$ cat src/rtl/alu_ctrl_seq.sv
// Registered, handshaked ALU control decoder with RV32M support.
// It stalls new requests while a multi-cycle MUL/DIV is in flight.
module alu_ctrl_seq #(
  parameter int M_EXT   = 1,
  parameter int MUL_LAT = 2,
  parameter int DIV_LAT = 32,
  parameter int CNT_W   = 6
) (
  input  logic       clk,
  input  logic       rst_n,
  input  logic       flush,
  input  logic       in_valid,
  output logic       in_ready,
  input  logic [2:0] ALUOp,
  input  logic [2:0] funct3,
  input  logic [6:0] funct7,
  output logic       out_valid,
  input  logic       out_ready,
  output logic [3:0] alu_ctrl,
  output logic [2:0] alu_f3,
  output logic       illegal,
  output logic       busy,
  output logic       mc_done
);

  localparam logic [3:0] OP_ADD   = 4'd0;
  localparam logic [3:0] OP_SUB   = 4'd1;
  localparam logic [3:0] OP_SLL   = 4'd2;
  localparam logic [3:0] OP_SLT   = 4'd3;
  localparam logic [3:0] OP_SLTU  = 4'd4;
  localparam logic [3:0] OP_XOR   = 4'd5;
  localparam logic [3:0] OP_SRL   = 4'd6;
  localparam logic [3:0] OP_SRA   = 4'd7;
  localparam logic [3:0] OP_OR    = 4'd8;
  localparam logic [3:0] OP_AND   = 4'd9;
  localparam logic [3:0] OP_PASSB = 4'd10;
  localparam logic [3:0] OP_BR    = 4'd11;
  localparam logic [3:0] OP_MUL   = 4'd12;
  localparam logic [3:0] OP_DIV   = 4'd13;

  localparam logic [6:0] F7_ZERO = 7'b0000000;
  localparam logic [6:0] F7_ALT  = 7'b0100000;
  localparam logic [6:0] F7_MEXT = 7'b0000001;

  localparam logic [CNT_W-1:0] MUL_CNT = CNT_W'(MUL_LAT - 1);
  localparam logic [CNT_W-1:0] DIV_CNT = CNT_W'(DIV_LAT - 1);

  typedef enum logic [1:0] {IDLE, ISSUE, WAIT} state_t;

  state_t           state_q, state_d;
  logic [CNT_W-1:0] cnt_q, cnt_d;
  logic [3:0]       ctrl_q, ctrl_d;
  logic [2:0]       f3_q, f3_d;
  logic             ill_q, ill_d;
  logic [3:0]       decCtrl;
  logic             decIll;
  logic             accept;

  function automatic logic [3:0] baseOp(input logic [2:0] f3);
    case (f3)
      3'b000:  baseOp = OP_ADD;
      3'b001:  baseOp = OP_SLL;
      3'b010:  baseOp = OP_SLT;
      3'b011:  baseOp = OP_SLTU;
      3'b100:  baseOp = OP_XOR;
      3'b101:  baseOp = OP_SRL;
      3'b110:  baseOp = OP_OR;
      default: baseOp = OP_AND;
    endcase
  endfunction

  always_comb begin
    decCtrl = OP_ADD;
    decIll  = 1'b0;
    case (ALUOp)
      3'b000: begin
        if (funct7 == F7_ZERO) begin
          decCtrl = baseOp(funct3);
        end else if (funct7 == F7_ALT) begin
          if (funct3 == 3'b000)      decCtrl = OP_SUB;
          else if (funct3 == 3'b101) decCtrl = OP_SRA;
          else                       decIll  = 1'b1;
        end else if (funct7 == F7_MEXT && M_EXT != 0) begin
          decCtrl = funct3[2] ? OP_DIV : OP_MUL;
        end else begin
          decIll = 1'b1;
        end
      end
      3'b001: begin
        // I-type funct7 is immediate data except for the shift encodings.
        if (funct3 == 3'b001) begin
          if (funct7 == F7_ZERO) decCtrl = OP_SLL;
          else                   decIll  = 1'b1;
        end else if (funct3 == 3'b101) begin
          if (funct7 == F7_ZERO)     decCtrl = OP_SRL;
          else if (funct7 == F7_ALT) decCtrl = OP_SRA;
          else                       decIll  = 1'b1;
        end else begin
          decCtrl = baseOp(funct3);
        end
      end
      3'b011:         decCtrl = OP_BR;
      3'b100, 3'b101: decCtrl = OP_PASSB;
      default:        decCtrl = OP_ADD;
    endcase
    if (decIll) decCtrl = OP_ADD;
  end

  always_comb begin
    state_d   = state_q;
    cnt_d     = cnt_q;
    ctrl_d    = ctrl_q;
    f3_d      = f3_q;
    ill_d     = ill_q;
    in_ready  = 1'b0;
    out_valid = 1'b0;
    busy      = 1'b0;
    mc_done   = 1'b0;
    case (state_q)
      IDLE:    in_ready = !flush;
      ISSUE: begin
        out_valid = 1'b1;
        in_ready  = out_ready && !flush && (ctrl_q < OP_MUL);
      end
      WAIT: begin
        busy    = 1'b1;
        mc_done = (cnt_q == '0) && !flush;
      end
      default: ;
    endcase
    accept = in_valid && in_ready;

    case (state_q)
      IDLE: if (accept) state_d = ISSUE;
      ISSUE: begin
        if (out_ready) begin
          if (ctrl_q >= OP_MUL && !ill_q) begin
            state_d = WAIT;
            cnt_d   = (ctrl_q == OP_MUL) ? MUL_CNT : DIV_CNT;
          end else if (accept) begin
            state_d = ISSUE;
          end else begin
            state_d = IDLE;
          end
        end
      end
      WAIT: begin
        if (cnt_q == '0) state_d = IDLE;
        else             cnt_d   = cnt_q - 1'b1;
      end
      default: state_d = IDLE;
    endcase

    if (accept) begin
      ctrl_d = decCtrl;
      f3_d   = funct3;
      ill_d  = decIll;
    end
    // Flush beats everything, including a completing MUL/DIV.
    if (flush) begin
      state_d = IDLE;
      cnt_d   = '0;
    end
  end

  always_ff @(posedge clk or negedge rst_n) begin
    if (!rst_n) begin
      state_q <= IDLE;
      cnt_q   <= '0;
      ctrl_q  <= OP_ADD;
      f3_q    <= 3'b000;
      ill_q   <= 1'b0;
    end else begin
      state_q <= state_d;
      cnt_q   <= cnt_d;
      ctrl_q  <= ctrl_d;
      f3_q    <= f3_d;
      ill_q   <= ill_d;
    end
  end

  assign alu_ctrl = ctrl_q;
  assign alu_f3   = f3_q;
  assign illegal  = ill_q;

endmodule

$ cat config.mk
export PLATFORM = sky130hd
export DESIGN_NAME = alu_ctrl_seq
export DESIGN_NICKNAME = d
export VERILOG_FILES = /design/src/rtl/alu_ctrl_seq.sv
export SDC_FILE = /design/constraint.sdc
export NUM_CORES = 1
export LEC_CHECK = 0
export BUFFER_PORTS_ARGS = -buffer_cell sky130_fd_sc_hd__buf_2
export CORE_MARGIN = 10
export CORE_UTILIZATION = 48
export DETAILED_ROUTE_END_ITERATION = 10
export HOLD_SLACK_MARGIN = 0.05
export MAX_ROUTING_LAYER = met4
export PLACE_DENSITY_LB_ADDON = 0.05
export SLEW_MARGIN = 30
export SYNTH_ARGS = -nofsm -noshare
export SYNTH_HDL_FRONTEND = slang
export SYNTH_SLANG_ARGS = --single-unit
$ cat constraint.sdc
create_clock -name clk -period 1.9 [get_ports clk]
set_clock_uncertainty 0.2 [all_clocks]
set_input_delay 0.285 -clock clk [delete_from_list [all_inputs] [get_ports clk]]
set_output_delay 0.285 -clock clk [all_outputs]
set_load 0.01 [all_outputs]
======== Word-level counts from Yosys, hierarchy flattened ========
Cells that the tools add are included.
cells by class
  add/sub/neg operators ................... 1
  muxes and demuxes ....................... 43
  reduce and logical (&&, ||, !) cells .... 16
  magnitude comparators ................... 2
  equal/unequal tests ..................... 20
operators with widths
  cell                                                       number
  one-hot mux 4 bit (7 select lines)                         1
  2-to-1 mux 4 bit                                           6
  2-to-1 mux 6 bit                                           4
  one-hot mux 4 bit (5 select lines)                         1
  one-hot mux 4 bit (4 select lines)                         1
  == test 3 bit (second input constant)                      5
  2-to-1 mux 1 bit                                           15
  != test 3 bit (second input constant)                      5
  2-to-1 mux 2 bit                                           6
  2-to-1 mux 3 bit                                           4
  one-hot mux 6 bit (2 select lines)                         1
  == test 3 x 2 -> 1 bit (second input constant)             3
  == test 7 x 1 -> 1 bit (second input constant)             1
  == test 7 x 6 -> 1 bit (second input constant)             1
  zero test 7 bit                                            1
  == test 3 x 1 -> 1 bit (second input constant)             2
  zero test 3 bit                                            2
  zero test 6 bit                                            1
  one-hot mux 2 bit (3 select lines)                         1
  subtractor 6 x 1 -> 6 bit (second input constant)          1
  logical AND 1 bit                                          5
  2-to-1 mux 5 bit                                           1
  == test 4 bit (second input constant)                      1
  greater-or-equal comparator 4 bit (second input constant)  1
  10 further kinds                                           12
word-level totals
  input bits .............................. 18
  output and inout bits ................... 12
  register bits ........................... 16
  word-level logic and storage cells ...... 87

======== Depth between registers and ports, before layout ========
Gate-level depths: netlist of run 1.
  word-level depth ........................ 10
  gate-level depth with buffers ........... 6
  depth with buffers taken out ............ 6

======== Worst setup path after synthesis of run 1 ========
No wires, ideal clock.
  path kind ............................... reg-to-reg
  start ................................... register ctrl_q[3] (netlist: alu_ctrl[3])
  end ..................................... register ctrl_q[2] (netlist: alu_ctrl[2])
  clock period less this slack ............ 1.895 ns
  buffers on the path ..................... 0
  setup slack ............................. 0.005 ns
  arrival time ............................ 1.595 ns
  stages on the path, launching flop included .. 6
  cells stage by stage .................... dfrtp_1 -> a21bo_2 -> a2111o_1 -> a21oi_1 -> nand2_1 -> o311ai_2
on the way
  cells in the longest elaborated chain, start to end .. 4
ends and longest elaborated chain
  item                                RTL line  text
  from (decl)                         52        logic [3:0] ctrl_q, ctrl_d;
  from (signal assigned)              176       ctrl_q <= ctrl_d;
  less-than comparator 4 bit          123       in_ready = out_ready && !flush && (ctrl_q < OP_MUL);
  logical AND 1 bit                   123
  one-hot mux 1 bit (2 select lines)  119       case (state_q)
  logical AND 1 bit                   131       accept = in_valid && in_ready;
Every way passes these cells.
A chain may end at the register's enable or synchronous reset.

======== Worst setup path after layout of run 1 ========
Ends and elaborated chain as after synthesis.

==> run_results.csv, run 1 <==
group,metric,value,unit
outcome,status,"finished clean",
yosys,avgSynthCellArea,8.64,µm²
clock_tree,clk_path_buf_depth,2,
floorplanning,num_rows,18,
detailed_routing,vias,1322,
timing,fin_setup_tns,0,ps
final_layout,drive_above_1_share,39.7,%
timing,rsz0062_at_grt,"yes",
floorplanning,ioPinCount,30,
detailed_routing,vias_per_cell,5.77,
run,maxCapViolCount,0,
yosys,synth_top_area_share,32.2,%
clock_tree,cts_tree,"yes",
worst_hold_path,hold_class,"in -> reg",
detailed_routing,routed.top_layer,"met4",
worst_setup_path,crit_required,1900,ps
place,gp_congestion,0.907,
timing,finalMaxSlewViolations,0,
worst_setup_path,max_stage_delay,420,ps
detailed_routing,drc,0,
final_layout,final_common_cell,"buf_2",
power_and_ir_drop,power_frac_seq,44.5,%
yosys,ys_types,50,
global_routing,grt_pass1_wl,6080,µm
place,hpwl,2800,µm
worst_setup_path,path_class,"reg -> reg",
clock_tree,clock_latency,290,ps
yosys,synth-seq-cells,16,
yosys,syn_inst,144,
worst_setup_path,arrival,1880,ps
yosys,ys_seq_area_share,32.2,%
final_layout,layout.nets,220,
global_routing,grt_pass1_vias,1345,
yosys,synth_nets,164,
yosys,synth_edf_count,0,
power_and_ir_drop,peakVddDrop,0.000534,V
yosys,synth_area_leaders,"dfrtp_1 (32%), a21oi_1 (3.6%), o21ai_0 (3.6%)",
yosys,yosys_warnings,0,
power_and_ir_drop,p_switching,0.000276,W
timing,fin_ws,20.3,ps
global_routing,antenna_found_initial,0,
power_and_ir_drop,clockPowerShare,24.7,%
floorplanning,die_w,70.9,µm
worst_setup_path,startpoint_type,"register",
power_and_ir_drop,p_int,0.000624,W
floorplanning,die_h,70.9,µm
floorplanning,coreArea,2480,µm²
clock_tree,cts_max_level,1,
power_and_ir_drop,p_comb_share,30.9,%
timing,setup_viol,0,
global_routing,gr-usage-all-layers,14.2,%
floorplanning,start_util,50.2,%
place,dp_slack,-112,ps
clock_tree,numCtsBuffers,3,
yosys,async_flop_share,100,%
final_layout,antenna_cells,0,
timing,final.min_clock_period,1880,ps
clock_tree,root_buffer,"clkbuf_4",
timing,period_share,98.9,%
timing,worstMarginPinSlew,476,ps
final_layout,syn_to_final_growth,37.7,%
place,port_buffers,29,
detailed_routing,firstDrtPassIters,4,
global_routing,grt_max_degree,17,
clock_tree,cts.sink_count,16,
yosys,ys.flop_type,"dfrtp_1",
worst_setup_path,path_cells,"a21bo_2, a2111o_1, a21oi_2, nand2_1, o311ai_2",
detailed_routing,drtIter0Drc,72,
detailed_routing,ant_nets,0,
yosys,yosysTopAreaCell,"dfrtp_1",
yosys,synth_area,1240,µm²
timing,relSlewSlack,68.2,%
detailed_routing,wl_met3,240,µm
worst_setup_path,endpoint_kind,"register",
detailed_routing,wl_met1,1690,µm
final_layout,fill_cells,221,
timing,timing.fmax,532,MHz
worst_setup_path,worst-path-max-fanout,3,
detailed_routing,routed_wirelength,3520,µm
detailed_routing,wire_per_inst,15.4,µm
floorplanning,fp.dieArea,5030,µm²
timing,hold_violations,0,
power_and_ir_drop,p_total,0.000900,W
power_and_ir_drop,sw_frac_of_total,30.7,%
power_and_ir_drop,powerDensity,526,nW/µm²
clock_tree,path_clk_slew,90,ps
final_layout,layout_common_cells,"buf_2 (29), buf_4 (27), dfrtp_1 (16), nand2_1 (10)",
detailed_routing,wl_met2,1580,µm
final_layout,fin_util,69.1,%
power_and_ir_drop,p_leak,0.780,nW
global_routing,overflow,0,
worst_setup_path,cp_slowest_cell,"dfrtp_1",
power by group through the flow:
stage,clock [W],combinational [W],sequential (W)
floorplan,0,0.000132,0.000413
CTS,0.000233,0.000272,0.000399
detailed placement,0,0.000264,0.000404
global route,0.000247,0.000307,0.000406
global placement,0,0.000258,0.000402
finish,0.000222,0.000278,0.000400
registers in the layout, summed over array words and instances (netlist names):
signal and cells:
alu_f3 3, alu_ctrl 4, cnt_q 6, state_q 2
illegal 1
cell type report:
class / instances / area, µm² / area share, %
multi-input combinational: 111 / 825 / 48.1
sequential: 16 / 400 / 23.4
timing repair buffer: 59 / 380 / 22.2
tap: 30 / 37.5 / 2.19
clock buffer: 4 / 36.3 / 2.12
inverter: 9 / 33.8 / 1.97
metal layers:
metal	vias up	track usage, %
met5	-	-
met3	2	4.74
met1	622	17.7
met4	0	2.37
met2	49	21.9
li1	649	-
timing repair:
item                                   CTS  global route
cloned                                   0             0
hold buffers                             1             0
buffers inserted                         1             0
setup endpoints to repair                6             9
endpoints found under the hold margin   16             0
gates resized for setup                  4             7
pin swaps                                4             4
stage by stage:
step                      hold slack [ps]  std cells  cell area (µm²)
final                                86.0        229             1710
after global routing                 62.4        229             1710
after CTS                            69.8        229             1680
after detailed placement             19.0        223             1600
after global placement               19.2        223             1600
after floorplan                      -211        144             1240
worst max-delay path: cells and delay by family (launching register included):
kind | cells | cell delay, ps
compound gates | 4 | 1060
flops | 1 | 420
simple gates | 1 | 110
cell usage after synthesis (4+ instances only):
cell type / n
a211oi_1: 5
nor2b_1: 5
a21oi_1: 9
clkbuf_1: 4
nor2_1: 10
nand2b_1: 5
o21ai_0: 9
nand2_1: 10
dfrtp_1: 16
inv_1: 8
nor3_1: 6
worst paths after layout:
path | start | end | slack, ps | cells past startpoint
min reg2reg | alu_f3[0] | alu_f3[0] | 320 | 1
min in group asynchronous | rst_n | state_q[0] | 230 | 2
max in group asynchronous | rst_n | cnt_q[3] | 1000 | 2
max | alu_ctrl[3] | alu_ctrl[2] | 20 | 5
max reg2reg | alu_ctrl[3] | alu_ctrl[2] | 20 | 5
min | out_ready | state_q[0] | 90 | 3
cell families (layout without fill, tap and decap cells):
logic type	Yosys count	count (layout)	synth area share (%)
and+or+nand+nor	51	51	22.7
AOI/OAI and AO/OA	52	52	32.8
buffers and inverters	17	72	5.43
xor gates and xnor gates	3	3	2.11
muxes	3	3	2.72
DFF	16	16	32.2
adders and majority gates	2	2	2.01
Note: power is estimated with default switching activity, not from simulation.
==> inputs of run 2 (changes only) <==
Settings changed: PLACE_DENSITY_LB_ADDON 0.05 to 0.3.
==> run_results.csv, run 2 (synthesis results as in run 1) <==
group,metric,value,unit
timing,rsz0062_at_grt,"yes",
outcome,status,"finished with violations",
worst_setup_path,cp_slowest_cell,"dfrtp_1",
detailed_routing,drc,0,
clock_tree,cts_tree,"yes",
power_and_ir_drop,p_leak,0.819,nW
detailed_routing,firstDrtPassIters,4,
power_and_ir_drop,peakVddDrop,0.000370,V
detailed_routing,wire_per_inst,16.4,µm
final_layout,final_area,1820,µm²
global_routing,grt_pass1_wl,6350,µm
timing,period_share,103,%
worst_setup_path,endpoint_kind,"register",
final_layout,layout_common_cells,"buf_4 (33), buf_2 (28), dfrtp_1 (16), nor2_1 (9), nand2_1 (9)",
clock_tree,clk_path_buf_depth,2,
final_layout,largest_reg_flops,6,
place,gp_congestion,0.942,
clock_tree,numCtsBuffers,3,
floorplanning,die_h,70.9,µm
timing,finalMaxSlewViolations,0,
final_layout,layout.nets,227,
worst_setup_path,reg2reg_depth,4,
worst_setup_path,path_class,"reg -> reg",
worst_setup_path,arrival,1980,ps
worst_setup_path,r2r-start,"cnt_q[0]",
final_layout,regMostFlops,"cnt_q",
timing,final.min_clock_period,1950,ps
final_layout,syn_to_final_growth,46.1,%
outcome,violations,"setup timing",
detailed_routing,drtIter0Drc,91,
global_routing,antenna_found_initial,0,
worst_setup_path,crit_top_cell,"or3_4",
detailed_routing,vias_per_cell,5.78,
worst_hold_path,min-delay-start,"flush",
timing,worstMarginPinSlew,388,ps
floorplanning,num_rows,18,
timing,setup_viol,2,
floorplanning,ioPinCount,30,
global_routing,overflow,0,
worst_setup_path,crit_required,1930,ps
floorplanning,fp.dieArea,5030,µm²
power_and_ir_drop,p_total,0.000934,W
final_layout,drive_above_1_share,44.2,%
timing,fin_ws,-49.2,ps
detailed_routing,vias,1365,
clock_tree,root_buffer,"clkbuf_4",
final_layout,final_common_cell,"buf_4",
global_routing,grt_pass1_vias,1468,
worst_hold_path,min_path_cells,2,
worst_setup_path,worst-path-max-fanout,4,
place,place_area,1630,µm²
timing,timing.fmax,513,MHz
place,hpwl,2910,µm
worst_setup_path,path_cells,"or3_4, or3_4, or4_4, a21oi_2",
worst_setup_path,rr_endpoint,"cnt_q[5]",
clock_tree,clock_latency,290,ps
worst_setup_path,startpoint_type,"register",
worst_hold_path,hold_class,"in -> reg",
clock_tree,path_clk_slew,100,ps
worst_setup_path,reg2reg_slack,-50,ps
timing,hold_violations,0,
global_routing,gr-usage-all-layers,15.1,%
power_and_ir_drop,powerDensity,514,nW/µm²
worst_setup_path,crit_family,"simple AND/OR/NAND/NOR gates",
clock_tree,cts_max_level,1,
place,port_buffers,29,
timing,relSlewSlack,74.1,%
final_layout,antenna_cells,0,
worst_hold_path,holdPathEnd,"cnt_q[5]",
worst_setup_path,max_stage_delay,430,ps
run,maxCapViolCount,0,
floorplanning,die_w,70.9,µm
detailed_routing,ant_nets,0,
floorplanning,start_util,50.2,%
clock_tree,cts.sink_count,16,
floorplanning,coreArea,2480,µm²
worst_setup_path,path_buf_inv,0,
detailed_routing,routed_wirelength,3880,µm
global_routing,grt_max_degree,17,
-- run 2: cell count changes in the layout (fill, tap and decap cells not counted), sizes merged --
| cell | delta |
|---|---|
| clkinv | -1 |
| buf | +7 |
| clkinvlp | +1 |
-- run 2: per-layer routing --
| layer | track usage (%) | share of wire (%) | up-vias |
|---|---|---|---|
| met4 | 8.17 | 2.4 | 0 |
| li1 | - | - | 661 |
| met5 | - | 0 | - |
| met3 | 3.07 | 4.6 | 12 |
| met1 | 16.7 | 43 | 640 |
| met2 | 24.9 | 50 | 52 |
-- run 2: timing repair --
| action | 4_1_cts | 5_1_grt |
|---|---|---|
| endpoints found under the hold margin | 16 | 0 |
| resized for setup | 6 | 16 |
| hold buffers | 1 | 0 |
| pin swaps | 4 | 5 |
| setup endpoints to repair | 5 | 11 |
| setup buffers | 1 | 5 |
| cloned | 0 | 0 |
-- run 2: worst max-delay path by stage --
| stage | slack, ps | cells past startpoint | startpoint | end |
|---|---|---|---|---|
| 2_1_floorplan | 5 | 5 | alu_ctrl[3] | alu_ctrl[2] |
| 3_3_place_gp | -30 | 6 | funct7[6] | alu_ctrl[3] |
| 3_5_place_dp | -130 | 6 | funct7[6] | alu_ctrl[2] |
| 4_1_cts | -40 | 4 | cnt_q[0] | cnt_q[5] |
| 5_1_grt | -110 | 4 | cnt_q[4] | mc_done |
| 6_report | -50 | 4 | cnt_q[0] | cnt_q[5] |
-- run 2: layout make-up --
type                    instances  area (µm²)
repair buffers                 66         443
fillers                       189         661
clock buffers                   4        36.3
well taps                      30        37.5
inverters                       9        37.5
flip-flops and latches         16         400
multi-input cells             111         862
-- run 2: stage by stage --
| stage | cells | TNS [ps] | hold slack [ps] | setup WS, ps | utilization [%] |
|---|---|---|---|---|---|
| detailed placement | 226 | -440 | 16.4 | -126 | 65.6 |
| finish | 236 | -88.6 | 65.5 | -49.2 | 73.3 |
| CTS | 232 | -42.3 | 81.5 | -42.3 | 68.9 |
| global placement | 226 | -69.1 | 12.7 | -25.0 | 65.6 |
| floorplan | 144 | 0 | -211 | 4.86 | - |
| global route | 236 | -256 | 73.9 | -108 | 73.3 |
-- run 2: report_power, final --
part	switching [W]	total [W]	internal, W
Clock	0.000110	0.000227	0.000117
Combinational	0.000154	0.000306	0.000152
Sequential	0.0000286	0.000401	0.000373
-- run 2: worst reg2reg max path: stages (launching register included) --
cell	delay, ps
dfrtp_1	430
or3_4	380
or3_4	340
or4_4	430
a21oi_2	120
